[src/rtl/div10b5b_seq_if.sv]
// Handshake and data bundle for the sequential 10b/5b restoring divider.
// The master side is the controlling FSM. The slave side is the divider.
interface div10b5b_seq_if #(
  parameter int WN = 10,
  parameter int WD = 5
);
  logic          start;
  logic [WN-1:0] z;
  logic [WD-1:0] y;
  logic [WN-1:0] q;
  logic [WD-1:0] r;
  logic          busy;
  logic          done;
  logic          dz;

  modport master (
    output start, z, y,
    input  q, r, busy, done, dz
  );

  modport slave (
    input  start, z, y,
    output q, r, busy, done, dz
  );
endinterface

[src/rtl/div10b5b_seq.sv]
// div10b5b_seq: sequential unsigned restoring divider, z / y -> q, r.
// It produces one quotient bit per clock. The divider accepts a new operation
// in IDLE, and also in FIN so that back-to-back operations are possible.
// A zero divisor skips iteration. It returns q = all ones, r = z[WD-1:0] and
// raises dz.
// Optional build macro: DIV10B5B_EARLY_EXIT_EN. When it is defined, an
// operation with z < y completes on the accepting edge with q = 0 and r = z.
// WN must be >= WD.
module div10b5b_seq #(
  parameter int WN = 10,
  parameter int WD = 5
) (
  input  logic          clk,
  input  logic          rst_n,
  div10b5b_seq_if.slave bus
);

  localparam int CW = (WN > 1) ? $clog2(WN) : 1;

  typedef enum logic [1:0] {
    S_IDLE = 2'd0,
    S_RUN  = 2'd1,
    S_FIN  = 2'd2
  } state_e;

  state_e        state_q, state_d;
  logic [WN-1:0] dvd_q, dvd_d;     // dividend shifter, fills with quotient bits
  logic [WD:0]   p_q, p_d;         // partial remainder, one spare bit for the compare
  logic [WD-1:0] dsr_q, dsr_d;     // latched divisor
  logic [CW-1:0] cnt_q, cnt_d;     // iterations remaining minus one
  logic [WN-1:0] quo_q, quo_d;
  logic [WD-1:0] rem_q, rem_d;
  logic          dz_q, dz_d;
  logic          busy_q, busy_d;
  logic          done_q, done_d;

  logic          accept_s;
  logic          early_s;
  logic [WD:0]   p_sh_s;
  logic [WD:0]   p_sub_s;
  logic          qbit_s;
  logic [WN-1:0] dvd_sh_s;

`ifdef DIV10B5B_EARLY_EXIT_EN
  assign early_s = (bus.z < WN'(bus.y));
`else
  assign early_s = 1'b0;
`endif

  // Start is honoured whenever no iteration is in flight (IDLE or FIN).
  assign accept_s = bus.start & (state_q != S_RUN);

  // One restoring step: shift {p, dividend} left, then trial-subtract the divisor.
  always_comb begin
    p_sh_s   = {p_q[WD-1:0], dvd_q[WN-1]};
    qbit_s   = (p_sh_s >= {1'b0, dsr_q});
    if (qbit_s) begin
      p_sub_s = p_sh_s - {1'b0, dsr_q};
    end else begin
      p_sub_s = p_sh_s;
    end
    dvd_sh_s = {dvd_q[WN-2:0], qbit_s};
  end

  // Next-state and datapath update for the IDLE/RUN/FIN controller.
  always_comb begin
    state_d = state_q;
    dvd_d   = dvd_q;
    p_d     = p_q;
    dsr_d   = dsr_q;
    cnt_d   = cnt_q;
    quo_d   = quo_q;
    rem_d   = rem_q;
    dz_d    = dz_q;
    case (state_q)
      S_IDLE, S_FIN: begin
        if (accept_s) begin
          dsr_d = bus.y;
          if (bus.y == {WD{1'b0}}) begin
            state_d = S_FIN;
            quo_d   = {WN{1'b1}};
            rem_d   = bus.z[WD-1:0];
            dz_d    = 1'b1;
          end else if (early_s) begin
            state_d = S_FIN;
            quo_d   = {WN{1'b0}};
            rem_d   = bus.z[WD-1:0];
            dz_d    = 1'b0;
          end else begin
            state_d = S_RUN;
            dvd_d   = bus.z;
            p_d     = {(WD+1){1'b0}};
            cnt_d   = CW'(WN - 1);
          end
        end else begin
          state_d = S_IDLE;
        end
      end
      S_RUN: begin
        dvd_d = dvd_sh_s;
        p_d   = p_sub_s;
        cnt_d = cnt_q - {{(CW-1){1'b0}}, 1'b1};
        if (cnt_q == {CW{1'b0}}) begin
          // The last iteration publishes the result on this same edge.
          state_d = S_FIN;
          quo_d   = dvd_sh_s;
          rem_d   = p_sub_s[WD-1:0];
          dz_d    = 1'b0;
        end else begin
          state_d = S_RUN;
        end
      end
      default: begin
        state_d = S_IDLE;
      end
    endcase
    busy_d = (state_d == S_RUN);
    done_d = (state_d == S_FIN);
  end

  // State, datapath and registered outputs. Reset aborts any operation in flight.
  always_ff @(posedge clk or negedge rst_n) begin
    if (!rst_n) begin
      state_q <= S_IDLE;
      dvd_q   <= {WN{1'b0}};
      p_q     <= {(WD+1){1'b0}};
      dsr_q   <= {WD{1'b0}};
      cnt_q   <= {CW{1'b0}};
      quo_q   <= {WN{1'b0}};
      rem_q   <= {WD{1'b0}};
      dz_q    <= 1'b0;
      busy_q  <= 1'b0;
      done_q  <= 1'b0;
    end else begin
      state_q <= state_d;
      dvd_q   <= dvd_d;
      p_q     <= p_d;
      dsr_q   <= dsr_d;
      cnt_q   <= cnt_d;
      quo_q   <= quo_d;
      rem_q   <= rem_d;
      dz_q    <= dz_d;
      busy_q  <= busy_d;
      done_q  <= done_d;
    end
  end

  assign bus.q    = quo_q;
  assign bus.r    = rem_q;
  assign bus.dz   = dz_q;
  assign bus.busy = busy_q;
  assign bus.done = done_q;

endmodule

[src/flat_wrapper.sv]
// flat-port wrapper written by rule: the top's interface ports become plain ports
module div10b5b_seq_flat 
#(
  parameter int WN = 10,
  parameter int WD = 5
)
  (clk, rst_n, bus_start, bus_z, bus_y, bus_q, bus_r, bus_busy, bus_done, bus_dz);
  div10b5b_seq_if #(.WN(WN), .WD(WD)) bus_i ();
  input  logic clk;
  input  logic rst_n;
  input wire logic [$bits(bus_i.start)-1:0] bus_start;
  input wire logic [$bits(bus_i.z)-1:0] bus_z;
  input wire logic [$bits(bus_i.y)-1:0] bus_y;
  output wire logic [$bits(bus_i.q)-1:0] bus_q;
  output wire logic [$bits(bus_i.r)-1:0] bus_r;
  output wire logic [$bits(bus_i.busy)-1:0] bus_busy;
  output wire logic [$bits(bus_i.done)-1:0] bus_done;
  output wire logic [$bits(bus_i.dz)-1:0] bus_dz;
  assign bus_i.start = bus_start;
  assign bus_i.z = bus_z;
  assign bus_i.y = bus_y;
  assign bus_q = bus_i.q;
  assign bus_r = bus_i.r;
  assign bus_busy = bus_i.busy;
  assign bus_done = bus_i.done;
  assign bus_dz = bus_i.dz;
  div10b5b_seq #(.WN(WN), .WD(WD)) u_core (.clk(clk), .rst_n(rst_n), .bus(bus_i));
endmodule
[config.mk]
export PLATFORM = sky130hd
export DESIGN_NAME = div10b5b_seq_flat
export DESIGN_NICKNAME = d
export VERILOG_FILES = /design/src/rtl/div10b5b_seq_if.sv /design/src/rtl/div10b5b_seq.sv /design/src/flat_wrapper.sv
export SDC_FILE = /design/constraint.sdc
export NUM_CORES = 1
export LEC_CHECK = 0
export CORE_ASPECT_RATIO = 0.9
export CORE_UTILIZATION = 40
export DETAILED_ROUTE_END_ITERATION = 16
export GPL_ROUTABILITY_DRIVEN = 0
export SYNTH_ARGS = -nofsm -noshare
export SYNTH_HDL_FRONTEND = slang
export SYNTH_SLANG_ARGS = --single-unit
[constraint.sdc]
create_clock -name clk -period 2.68 [get_ports clk]
set_input_delay 0.536 -clock clk [delete_from_list [all_inputs] [get_ports clk]]
set_output_delay 0.536 -clock clk [all_outputs]
set_load 0.02 [all_outputs]
==> metrics.txt, run 1 <==
share of post-route cells with drive strength above 1 12.2%; post-route ant nets 0; r2r startpoint u_core.dvd_q[9]; Worst VDD drop 0.000593 V; Max Transition Viols Final 0; clock slew at reported path FFs 90 ps; Mapped Cells 198; RSZ-0062 raised after global routing no; FMAX 459 MHz; Hold Fails Final Rpt 0; FF-to-FF End u_core.bus.r[2]; type of origin of the critical path flip-flop; CORE AREA 0.00492 mm^2; fraction of registers with async set/reset 100%; nets@finish 261; final setup violation count 0; EDFF count, synth 0; Min-Delay Path Class primary input to asynchronous set/reset pin; cts bufs inserted 5; sequential area share after synthesis 52.9%; flops & latches, synth 44; GRT Total Usage 16.9%; GRT overflow 0; vias per std cell 5.02; Final Skew 8.71 ps; CTS tree done; most used cell, CP inv_1; starting DRC count in detailed routing 45; Primary FF master, synth dfrtp_1; post-synthesis to final-layout area growth 27.4%; CTS root buf clkbuf_8; Initial Utilization 42.2%; depth of the most critical reg-to-reg path 9; Die Ht 70.4 um; H-tree lvl count 2; initial antenna violation count 0; vias 1516; Post-Syn Area 0.00208 mm^2; maximum number of pins on one net before global-route repair 25; Post-CTS Setup Inserts 0; Critical Path AT 2360 ps; setup TNS 0 ps; slowest CP cell fa_1; Diodes inserted 0; Routed WL per cell 13.8 um; first-pass iteration count of the detailed router 4; Syn Area/Cell 10.5 um^2; vias in the first global route 1465; worst path cell trace inv_1 > ha_1 > inv_1 > fa_1 > a21oi_1 > o211ai_2 > and2_4 > o21ai_0 > o221ai_1; Port Buffers 35; Die Width 78 um; PwrDens 1420 mW/mm^2; final WL 4.18 mm; clock sink count 44; Tot Pwr 3.75 mW; clk_lat worst skew 300 ps; yosys warns 0; Top-Level Pins 36; DR DRC count 0; MaxCap Viol Count 0; static leakage 1.15 nW; r2r setup slk 500 ps; Die ar. 0.00549 mm^2; Worst EP required 2860 ps; period utilisation layout 81.2%; crit path max fanout 6; CP endpoint kind flip-flop; Final min period 2180 ps; clk buf depth 2; Slew headroom 55.0%; hold_buf cts 0; first-pass GRT wire length 7.01 mm; Crit Path Class flip-flop to flip-flop; DP Wirelength 2.98 mm; outcome finished clean; actual slew at the worst max-slew pin 675 ps; syn_nets 223; CTS resizes 0; largest stage delay on the critical path 400 ps; Distinct cells, synth 42; layout filler cell count 455; row count 24
critical path: cells and delay by family, from the launching register on:
family	cells	cell delay (ps)
AO/OA/AOI/OAI	4	790
adder cells (fa/ha/maj)	2	550
flip-flops	1	380
AND/OR/NAND/NOR	1	200
buffers and inverters	2	130
worst max path at each step:
stage / slack, ps / to / cells past startpoint / from
6_report: 500 / u_core.bus.r[2] / 9 / u_core.dvd_q[9]
5_1_grt: 340 / u_core.bus.r[2] / 9 / u_core.dvd_q[9]
4_1_cts: 500 / u_core.bus.r[2] / 9 / u_core.dvd_q[9]
3_5_place_dp: 430 / u_core.cnt_q[2] / 7 / bus_y[3]
3_3_place_gp: 440 / u_core.cnt_q[2] / 7 / bus_y[0]
2_1_floorplan: 710 / u_core.bus.r[0] / 9 / u_core.dvd_q[9]
sequential cells by signal, summed over array words and instances, names as in the netlist:
register	count
u_core.dvd_q	10
u_core.bus.r	5
u_core.cnt_q	4
u_core.bus.done	1
u_core.p_q	5
u_core.bus.dz	1
u_core.bus.q	10
u_core.state_q	2
u_core.bus.busy	1
u_core.dsr_q	5
per-stage QoR:
step	cell area (um^2)	std cells	setup WS, ps	hold slack (ps)	util, %
5_1_grt	2650	302	337	215	53.8
3_5_place_dp	2490	294	427	476	50.6
4_1_cts	2650	302	503	200	53.8
6_report	2650	302	503	181	53.8
3_3_place_gp	2490	294	444	468	50.6
2_1_floorplan	2080	198	714	240	-
kinds of logic after synthesis:
logic type | count (synthesis) | synth area share, %
buffers and inverters | 21 | 4.87
multiplexers | 9 | 4.57
flip-flops | 44 | 52.9
XOR/XNOR | 3 | 1.26
AO/OA/AOI/OAI | 52 | 17.6
AND/OR/NAND/NOR | 62 | 14.1
adder cells (fa/ha/maj) | 7 | 4.57
final cells by class:
cell class | count | area, um^2 | area share [%]
Inverter | 11 | 41.3 | 1.56
Timing Repair Buffer | 41 | 390 | 14.7
Clock inverter | 3 | 90.1 | 3.40
Tap cell | 65 | 81.3 | 3.07
Clock buffer | 5 | 68.8 | 2.60
Multi-Input combinational cell | 133 | 877 | 33.1
Sequential cell | 44 | 1100 | 41.5
cells in the mapped netlist (2+ instances only):
library cell / n / area [um^2]
dfrtp_1: 44 / 1100
o21ai_1: 4 / 20.0
clkbuf_1: 3 / 11.3
buf_4: 3 / 22.5
nand2b_1: 5 / 31.3
mux2_2: 4 / 45.0
nand3_1: 3 / 15.0
buf_2: 3 / 15.0
nor3_1: 3 / 15.0
o21ai_0: 11 / 55.1
nand2_1: 33 / 124
inv_1: 11 / 41.3
mux2i_1: 5 / 50.1
xnor2_1: 2 / 17.5
o22a_1: 9 / 78.8
ha_1: 6 / 75.1
a21oi_1: 5 / 25.0
a22oi_1: 4 / 30.0
o21bai_1: 3 / 22.5
a31oi_1: 5 / 31.3
nor2_1: 11 / 41.3
power by group:
group / internal, mW / switching, mW
combinational: 0.860 / 0.995
clock: 0.466 / 0.239
sequential: 0.991 / 0.203
total: 2.32 / 1.44
placed cells by master (no fill, tap or decap), drive strengths merged, types with 4 or more instances in the layout:
cell type,instances
mux2i,5
o22a,10
inv,11
clkbuf,5
nand2b,5
nor2,12
a21oi,6
dfrtp,44
o21ai,16
a22oi,4
mux2,4
clkdlybuf4s50,34
a31oi,6
buf,7
nand2,33
ha,6
metal layers:
metal | wire length (um) | track usage, %
met2 | 1810 | 25.7
met1 | 2160 | 23.3
met5 | 0 | 0
met4 | 54 | 5.56
met3 | 156 | 4.71
Power figures use the tool's default switching activity.
==> run 2, diff against run 1 <==
==> constraint.sdc (replaced) <==
create_clock -name clk -period 2.15 [get_ports clk]
set_input_delay 0.43 -clock clk [delete_from_list [all_inputs] [get_ports clk]]
set_output_delay 0.43 -clock clk [all_outputs]
set_load 0.02 [all_outputs]
==> run 2 against run 1 <==
  * Wire length grew 1.3%
  * First-iteration DRC count grew 42%
  * Flip-flop and latch count unchanged
  * Cell count is 0.99% higher
  * Critical endpoint is now u_core.bus.r[4]
  * Sequential power is 25% higher
  * Cell area up 0.76%
==> metrics.txt, run 2 (same netlist as run 1, synthesis figures left out) <==
outcome finished clean; CORE AREA 0.00492 mm^2 (unchanged); nets@finish 264 (+1.1%); PwrDens 1710 mW/mm^2 (+21%); setup TNS 0 ps (unchanged); DR DRC count 0 (unchanged); Die Ht 70.4 um (unchanged); share of post-route cells with drive strength above 1 15.0% (+2.8 points); Diodes inserted 0 (unchanged); Top delay family on crit path compound AO/OA/AOI/OAI gates; clock sink count 44 (unchanged); row count 24 (unchanged); Crit Path Class flip-flop to flip-flop; Sequential Power Share 32.6% (+0.8 points); clk_lat worst skew 300 ps (about the same); Post-CTS Setup Inserts 0 (unchanged); most used cell, CP inv_1; Final Skew 8.36 ps (-0.348 ps); clk buf depth 2 (unchanged); CP bufs+invs 2 (unchanged); actual slew at the worst max-slew pin 512 ps (-163 ps); most common cell after layout, fill and taps aside dfrtp_1; first-pass iteration count of the detailed router 4 (unchanged); RSZ-0062 raised after global routing no; switching part of the total power 40.7% (+2.4 points); post-route ant nets 0 (unchanged); CTS tree done; GRT overflow 0 (unchanged); most frequent cells in the layout 44 x dfrtp_1, 34 x clkdlybuf4s50_1, 33 x nand2_1, 11 x inv_1, 11 x nor2_1; first-pass GRT wire length 7.45 mm (+6.3%); Worst EP required 2370 ps (-490 ps); static leakage 1.15 nW (-0.51%); Clock power frac 12.0% (-6.8 points); GRT Total Usage 17.8% (+0.87 points); H-tree lvl count 2 (unchanged); worst path cell trace inv_1 > ha_1 > inv_1 > fa_2 > a21oi_2 > o21bai_1 > a221oi_2 > o21ai_1 > a31oi_1; Final min period 2010 ps (-163 ps); internal power 2.71 mW (+17%); final core utilization 54.2% (+0.41 points); Routed WL per cell 13.9 um (+0.34%); Port Buffers 35 (unchanged); DP Wirelength 3.02 mm (+1.5%); net switching power 1.86 mW (+29%); post-synthesis to final-layout area growth 28.4%; CP endpoint kind flip-flop; type of origin of the critical path flip-flop; Critical Path AT 2240 ps (-120 ps); starting DRC count in detailed routing 64 (+42%); Hold Fails Final Rpt 0 (unchanged); Slew headroom 65.8% (+11 points); vias 1541 (+1.6%); Worst VDD drop 0.000929 V (+57%); clock slew at reported path FFs 90 ps (about the same); Min-Delay Path Class primary input to asynchronous set/reset pin; Logic pwr share 55.4% (+6.0 points); initial antenna violation count 0 (unchanged); final WL 4.24 mm (+1.3%); Top-Level Pins 36 (unchanged); final setup violation count 0 (unchanged); slowest CP cell dfrtp_1; cts bufs inserted 5 (unchanged); CTS root buf clkbuf_8; maximum number of pins on one net before global-route repair 25 (unchanged); crit path max fanout 2 (-4); MaxCap Viol Count 0 (unchanged); Die Width 78 um (unchanged); FMAX 496 MHz (+8.1%); vias per std cell 5.05 (+0.65%); period utilisation layout 93.7% (+12 points); vias in the first global route 1544 (+5.4%); Max Transition Viols Final 0 (unchanged); Initial Utilization 42.2% (unchanged); Die ar. 0.00549 mm^2 (unchanged); largest stage delay on the critical path 390 ps (about the same)
-- run 2: cell count changes in the layout (fill, tap and decap cells not counted), moves of 2 or more --
cell	previous run	this run
a31oi_1	5	3
bufinv_16	3	0
buf_12	0	3
o21ai_0	11	9
a31oi_2	1	3
o21ai_1	4	6
-- run 2: cell type report --
type                    instances  area, um^2
clock buffers                   7        86.3
clock inverters                 1        7.51
fillers                       476        2250
inverters                      11        41.3
multi-input cells             133         902
flip-flops and latches         44        1100
well taps                      65        81.3
repair buffers                 44         450
-- run 2: what timing repair did --
action,CTS,global route
hold buffers,0,0
setup endpoints to repair,1,7
gates cloned,0,0
pin swaps,0,1
gates resized for setup,1,6
-- run 2: per-stage QoR --
stage               std cells  hold slack [ps]  setup WS [ps]  power [mW]  instance area, um^2
floorplan                 198              134            184        3.13                 2080
global placement          297              437           42.5        3.92                 2550
detailed placement        297              431           26.6        3.94                 2550
CTS                       305              107           37.4        4.51                 2650
global route              305              131           47.6        4.96                 2670
finish                    305             87.9            135        4.57                 2670
-- run 2: worst register-to-register path, stage by stage, from the launching register on --
cell      delay [ps]
dfrtp_1          390
inv_1             80
ha_1             160
inv_1             60
fa_2             370
a21oi_2          190
o21bai_1         120
a221oi_2         290
o21ai_1          130
a31oi_1          170
-- run 2: power groups by stage --
stage	Clock (mW)	Combinational, mW	Sequential (mW)
after floorplan	0	1.48	1.64
after global placement	0	2.41	1.51
after detailed placement	0	2.44	1.50
after CTS	0.560	2.46	1.49
after global routing	0.601	2.81	1.55
final	0.550	2.53	1.49
-- run 2: final timing paths --
path	start	end	slack [ps]	cells past startpoint
worst min register to register	u_core.dsr_q[1]	u_core.dsr_q[1]	480	2
min in group clk	u_core.dsr_q[1]	u_core.dsr_q[1]	480	2
worst min-delay path	rst_n	u_core.dsr_q[1]	90	1
worst max register to register	u_core.dvd_q[9]	u_core.bus.r[4]	140	9
max in group asynchronous	rst_n	u_core.dvd_q[6]	1560	2
worst max-delay path	u_core.dvd_q[9]	u_core.bus.r[4]	140	9
-- run 2: per-layer routing --
layer  GRT usage (%)  wire, um  vias to the layer above
met1            24.9      2150                      742
met3            4.05       125                        7
met5               0         0                        -
met2            27.1      1890                       23
met4            6.17        63                        0
li1                -         -                      769
==> run 3, diff against run 2 <==
--- a/config.mk
+++ b/config.mk
@@ -7,6 +7,7 @@
 export LEC_CHECK = 0
 export CORE_ASPECT_RATIO = 0.9
 export CORE_UTILIZATION = 40
+export CTS_CLUSTER_DIAMETER = 150
 export DETAILED_ROUTE_END_ITERATION = 16
 export GPL_ROUTABILITY_DRIVEN = 0
 export SYNTH_ARGS = -nofsm -noshare
==> results of run 3 <==
The final DEF is identical to that of run 2; final timing and power are the same.
